===== src/rtl/boruss_fetch_unit_if.sv =====
// Fetch-unit bus bundle: ROM read port, instruction handshake toward the control FSM, and PC redirect.
// An instruction transfers on a ce-qualified clk edge where instr_valid && instr_ready; once
// instr_valid is high, instr_word/instr_imm/instr_pc hold until that transfer or a redirect.
interface boruss_fetch_unit_if #(
    parameter int unsigned ADDR_WIDTH = 8
);
    logic [ADDR_WIDTH-1:0] mem_addr;
    logic                  mem_rd_en;
    logic [15:0]           mem_rdata;
    logic                  instr_valid;
    logic                  instr_ready;
    logic [15:0]           instr_word;
    logic [7:0]            instr_imm;
    logic [ADDR_WIDTH-1:0] instr_pc;
    logic                  redirect_valid;
    logic [ADDR_WIDTH-1:0] redirect_addr;

    modport master (
        output mem_addr, mem_rd_en, instr_valid, instr_word, instr_imm, instr_pc,
        input  mem_rdata, instr_ready, redirect_valid, redirect_addr
    );

    modport slave (
        input  mem_addr, mem_rd_en, instr_valid, instr_word, instr_imm, instr_pc,
        output mem_rdata, instr_ready, redirect_valid, redirect_addr
    );
endinterface


===== src/rtl/boruss_fetch_unit.sv =====
// boruss instruction fetch stage: PC, two-beat ROM fetch (opcode + optional immediate), HALT and redirect.
// Define BORUSS_FETCH_STATS_EN to add the saturating fetch_count output.
module boruss_fetch_unit #(
    parameter int unsigned                ADDR_WIDTH  = 8,
    parameter logic [ADDR_WIDTH-1:0]      RESET_PC    = '0,
    parameter logic [3:0]                 HALT_OPCODE = 4'hF
) (
    input  logic                  clk,
    input  logic                  reset,
    input  logic                  ce,
    boruss_fetch_unit_if.master   bus,
    output logic [ADDR_WIDTH-1:0] pc,
    output logic                  halted,
    output logic [2:0]            state
`ifdef BORUSS_FETCH_STATS_EN
    ,
    output logic [15:0]           fetch_count
`endif
);

    typedef enum logic [2:0] {
        ISSUE_OP  = 3'd0,
        CAPT_OP   = 3'd1,
        ISSUE_IMM = 3'd2,
        CAPT_IMM  = 3'd3,
        VALID     = 3'd4,
        HALTED    = 3'd5
    } state_t;

    state_t                state_q, state_d;
    logic [ADDR_WIDTH-1:0] pc_d;
    logic                  cap_op, cap_imm;

    // pc only moves at capture, so the ROM address is stable across any ce spacing.
    assign bus.mem_addr    = pc;
    assign bus.mem_rd_en   = (state_q == ISSUE_OP) || (state_q == CAPT_OP) ||
                             (state_q == ISSUE_IMM) || (state_q == CAPT_IMM);
    assign bus.instr_valid = (state_q == VALID);
    assign halted          = (state_q == HALTED);
    assign state           = state_q;

    always_comb begin
        state_d = state_q;
        pc_d    = pc;
        cap_op  = 1'b0;
        cap_imm = 1'b0;
        case (state_q)
            ISSUE_OP:  state_d = CAPT_OP;
            CAPT_OP: begin
                cap_op  = 1'b1;
                pc_d    = pc + ADDR_WIDTH'(1);
                state_d = bus.mem_rdata[3] ? ISSUE_IMM : VALID;
            end
            ISSUE_IMM: state_d = CAPT_IMM;
            CAPT_IMM: begin
                cap_imm = 1'b1;
                pc_d    = pc + ADDR_WIDTH'(1);
                state_d = VALID;
            end
            VALID: begin
                if (bus.instr_ready)
                    state_d = (bus.instr_word[15:12] == HALT_OPCODE) ? HALTED : ISSUE_OP;
            end
            HALTED:    state_d = HALTED;
            default:   state_d = ISSUE_OP;
        endcase
        // A redirect drops any half-fetched instruction; an accept in the same tick still counts.
        if (bus.redirect_valid) begin
            state_d = ISSUE_OP;
            pc_d    = bus.redirect_addr;
            cap_op  = 1'b0;
            cap_imm = 1'b0;
        end
    end

    always_ff @(posedge clk) begin
        if (reset) begin
            state_q        <= ISSUE_OP;
            pc             <= RESET_PC;
            bus.instr_word <= '0;
            bus.instr_imm  <= '0;
            bus.instr_pc   <= '0;
        end else if (ce) begin
            state_q <= state_d;
            pc      <= pc_d;
            if (cap_op) begin
                bus.instr_word <= bus.mem_rdata;
                bus.instr_pc   <= pc;
                if (!bus.mem_rdata[3])
                    bus.instr_imm <= '0;
            end
            if (cap_imm)
                bus.instr_imm <= bus.mem_rdata[7:0];
        end
    end

`ifdef BORUSS_FETCH_STATS_EN
    always_ff @(posedge clk) begin
        if (reset)
            fetch_count <= '0;
        else if (ce && bus.instr_valid && bus.instr_ready && (fetch_count != 16'hFFFF))
            fetch_count <= fetch_count + 16'd1;
    end
`endif

endmodule


===== src/flat_wrapper.sv =====
// flat-port wrapper written by rule: the top's interface ports become plain ports
module boruss_fetch_unit_flat 
#(
    parameter int unsigned                ADDR_WIDTH  = 8,
    parameter logic [ADDR_WIDTH-1:0]      RESET_PC    = '0,
    parameter logic [3:0]                 HALT_OPCODE = 4'hF
)
  (clk, reset, ce, pc, halted, state, bus_mem_addr, bus_mem_rd_en, bus_instr_valid, bus_instr_word, bus_instr_imm, bus_instr_pc, bus_mem_rdata, bus_instr_ready, bus_redirect_valid, bus_redirect_addr);
  boruss_fetch_unit_if #(.ADDR_WIDTH(ADDR_WIDTH)) bus_i ();
  input  logic clk;
  input  logic reset;
  input  logic ce;
  output logic [ADDR_WIDTH-1:0] pc;
  output logic halted;
  output logic [2:0] state;
  output wire logic [$bits(bus_i.mem_addr)-1:0] bus_mem_addr;
  output wire logic [$bits(bus_i.mem_rd_en)-1:0] bus_mem_rd_en;
  output wire logic [$bits(bus_i.instr_valid)-1:0] bus_instr_valid;
  output wire logic [$bits(bus_i.instr_word)-1:0] bus_instr_word;
  output wire logic [$bits(bus_i.instr_imm)-1:0] bus_instr_imm;
  output wire logic [$bits(bus_i.instr_pc)-1:0] bus_instr_pc;
  input wire logic [$bits(bus_i.mem_rdata)-1:0] bus_mem_rdata;
  input wire logic [$bits(bus_i.instr_ready)-1:0] bus_instr_ready;
  input wire logic [$bits(bus_i.redirect_valid)-1:0] bus_redirect_valid;
  input wire logic [$bits(bus_i.redirect_addr)-1:0] bus_redirect_addr;
  assign bus_mem_addr = bus_i.mem_addr;
  assign bus_mem_rd_en = bus_i.mem_rd_en;
  assign bus_instr_valid = bus_i.instr_valid;
  assign bus_instr_word = bus_i.instr_word;
  assign bus_instr_imm = bus_i.instr_imm;
  assign bus_instr_pc = bus_i.instr_pc;
  assign bus_i.mem_rdata = bus_mem_rdata;
  assign bus_i.instr_ready = bus_instr_ready;
  assign bus_i.redirect_valid = bus_redirect_valid;
  assign bus_i.redirect_addr = bus_redirect_addr;
  boruss_fetch_unit #(.ADDR_WIDTH(ADDR_WIDTH), .RESET_PC(RESET_PC), .HALT_OPCODE(HALT_OPCODE)) u_core (.clk(clk), .reset(reset), .ce(ce), .bus(bus_i), .pc(pc), .halted(halted), .state(state));
endmodule

===== config.mk =====
export PLATFORM = sky130hd
export DESIGN_NAME = boruss_fetch_unit_flat
export DESIGN_NICKNAME = d
export VERILOG_FILES = /design/src/rtl/boruss_fetch_unit_if.sv /design/src/rtl/boruss_fetch_unit.sv /design/src/flat_wrapper.sv
export SDC_FILE = /design/constraint.sdc
export NUM_CORES = 1
export LEC_CHECK = 0
export ABC_AREA = 1
export BUFFER_PORTS_ARGS = -buffer_cell sky130_fd_sc_hd__buf_2
export CAP_MARGIN = 20
export CORE_MARGIN = 10
export CORE_UTILIZATION = 40
export CTS_CLUSTER_DIAMETER = 40
export DETAILED_ROUTE_END_ITERATION = 16
export PLACE_DENSITY = 0.81
export SLEW_MARGIN = 20
export SYNTH_ARGS = -nofsm -noshare
export SYNTH_HDL_FRONTEND = slang
export SYNTH_SLANG_ARGS = --single-unit

===== constraint.sdc =====
create_clock -name clk -period 1.2 [get_ports clk]
set_input_delay 0.3 -clock clk [delete_from_list [all_inputs] [get_ports clk]]
set_output_delay 0.3 -clock clk [all_outputs]
set_load 0.01 [all_outputs]

==> metrics.cfg <==
[outcome]
status=finished with violations
violations=negative setup slack

[power]
p_comb_frac=0.199
internal_power_w=0.002162
power_density_nw_per_um2=929.8
p_leak_nw=1.468
netSwitchingPower_w=0.0008492
seq_power_share=0.501
ir_worst_vdd_v=0.0004114
sw_frac_of_total=0.2820
clkPwrFrac=0.300
power_w=0.003011

[setup_path]
required_ps=900
crit_chain=buf_6, inv_4, nand2_4, nor2_4, buf_6
critical_path.top_delay_family=flip-flops
crit_buf_inv=3
critPathCaptureType=output port
critPathSlowestCell=dfxtp_2
crit_path_max_fanout=3
crit_arrival_ps=1100
crit_top_cell=buf_6
max_stage_delay_ps=340
start_kind=flip-flop
critPathKind=reg2out

[sta]
period_minus_slack_ps=1395
setup_viol=48
slew_viol_final=0
worst_slack_ps=-195.3
worst_slew_pin_slew_ps=273.2
max_freq_ghz=0.7167
final.period_utilization=1.163
rsz0062_at_grt=true
fin_worst_skew_ps=5.182
relSlewSlack=0.8172
fin_setup_tns_ps=-4723
hold_viol=0

[die]
fp.coreArea_um2=4692
dieHeight_um=89.23
io_pins=83
fp-row-count=25
die_x_um=89.23
initial_core_util=0.4085
dieArea_um2=7961

[layout]
syn2layout_area_growth_pct=68.93
final_nets=419
finish.utilization=0.6901
nFillCells=371
antenna_cells=0
drive_gt1_frac=0.5641

[clock_network]
clk_latency_ps=300
htreeDepth=2
clk_pin_slew_worst_paths_ps=80
cts_tree=done
cts-root-buf=clkbuf_8
cts_buffer_depth=2
cts.sinks=43
cts_made_buffers=5
holdBufCountCts=0

[routing]
via_count=2225
vias_per_cell=5.011
top_layer_used=met4
drt_iter0_markers=151
wl_met2_mm=3.773
drtPass1Iterations=4
drc=0
ant_nets=0
routedLengthMet1_mm=2.681
routed_wl_mm=7.099
wl_met3_um=536
routedWlPerCell_um=15.99

[place]
dp_hpwl_mm=4.505
portBuffers=82
gp_congestion=0.8502

[yosys]
synth_area_leaders=dfxtp_1, nor2_1, nand2_1
syn_inst=274
synth_top_area_share=0.4491
yosys_register_bits=43
syn_area_um2=1917
yosysSeqAreaShare=0.4491
synth_top_cell_by_area=dfxtp_1
synth_warnings=0
synth_cell_types=23
syn-num-nets=304
avgSynthCellArea_um2=6.996

[min_path]
hold_class=in2reg

[grt]
grt_max_degree=30
grt_pass1_wl_mm=10.07
grt_usage=0.1596
grt_overflow=0
first_global_vias=2140
antenna_found_initial=0

[run]
maxCapViolations=0

-- cells in the mapped netlist (all sizes together) --
| master | number |
|---|---|
| nor2 | 66 |
| a21oi | 18 |
| a211oi | 1 |
| clkinv | 1 |
| nor3 | 2 |
| a31oi | 1 |
| buf | 11 |
| o21ai | 36 |
| or2 | 1 |
| nand2 | 54 |
| nand3 | 15 |
| o21bai | 1 |
| inv | 16 |
| ha | 1 |
| clkbuf | 7 |
| dfxtp | 43 |
-- cells in the final DEF (no fill, tap or decap), types with 2 or more instances in the layout --
cell type / instances
buf_2: 68
nand2_1: 47
nor2_1: 41
buf_6: 31
dfxtp_1: 31
buf_4: 21
o21ai_2: 20
nor2_2: 19
inv_1: 12
a21oi_1: 12
o21ai_1: 9
nand3_1: 9
dfxtp_2: 9
o21ai_0: 7
nor2_4: 6
clkbuf_8: 5
nand2_4: 4
nand3_2: 4
a21oi_2: 4
nand2_2: 3
buf_12: 3
dfxtp_4: 3
inv_2: 2
a21oi_4: 2
nand3_4: 2
buf_8: 2
-- through the flow --
step	setup slack [ps]	cells	hold WS [ps]	cell area, um2
after CTS	-186.7	438	244.2	2934
after floorplan	13.63	274	359.4	1931
after global routing	-246.7	444	274.8	3238
after global placement	-112.4	419	450.5	2520
after detailed placement	-161.2	419	457.9	2520
final	-195.3	444	256.6	3238
-- routing by layer --
layer / vias up / track usage
li1: 1098 / -
met1: 1052 / 0.1786
met2: 63 / 0.2845
met3: 12 / 0.03737
met4: 0 / 0.06214
met5: - / 0
-- power by group through the flow --
stage	Clock [W]	Sequential [W]	Combinational (W)
floorplan	0	0.00156	0.000193
global placement	0	0.00153	0.000404
detailed placement	0	0.00153	0.000411
CTS	0.000916	0.00150	0.000501
global route	0.000977	0.00151	0.000648
finish	0.000904	0.00151	0.000599
-- cells by family (layout without fill, tap and decap cells) --
kind of cell    Yosys count  in the layout  share of synthesized area
fa+ha+maj                 1              1                   0.006526
buf+inv                  35            151                    0.09464
flops                    43             43                     0.4491
compound gates           57             57                     0.1580
simple gates            138            138                     0.2918
-- path summary, 6_finish.rpt --
path | start | to | slack (ps) | cells after the start
max | u_core.state[1] | bus_instr_valid | -200 | 5
min | bus_redirect_addr[1] | u_core.bus.mem_addr[1] | 260 | 3
min reg2reg | u_core.bus.instr_imm[1] | u_core.bus.instr_imm[1] | 470 | 2
max reg2reg | u_core.state[2] | u_core.bus.mem_addr[3] | -180 | 8
-- tightest hold or removal path, cell delays in order --
cell and delay, ps:
buf_2 100, nand2_1 50, a31oi_1 70
-- sequential cells by signal (all words and copies together) (netlist names) --
register and count:
u_core.bus.instr_word 16, u_core.bus.instr_imm 8, u_core.bus.instr_pc 8, u_core.bus.mem_addr 8, u_core.state 3
-- cell type report --
cell class	instances	area, um2	area share
tap	54	67.56	0.02087
clock inverter	2	12.51	0.003864
inverter	17	78.83	0.02434
timing repair buffer	126	962.2	0.2971
clock buffer	6	72.57	0.02241
sequential	43	883.3	0.2728
multi-input combinational	196	1161	0.3586
-- what timing repair did --
action	4_1_cts	5_1_grt
setup buffers	11	4
setup endpoints to repair	62	58
cloned	0	2
endpoints found under the hold margin	0	0
pin swaps	9	28
gates resized for setup	63	97
No activity file was read; power rests on OpenSTA's default activity.
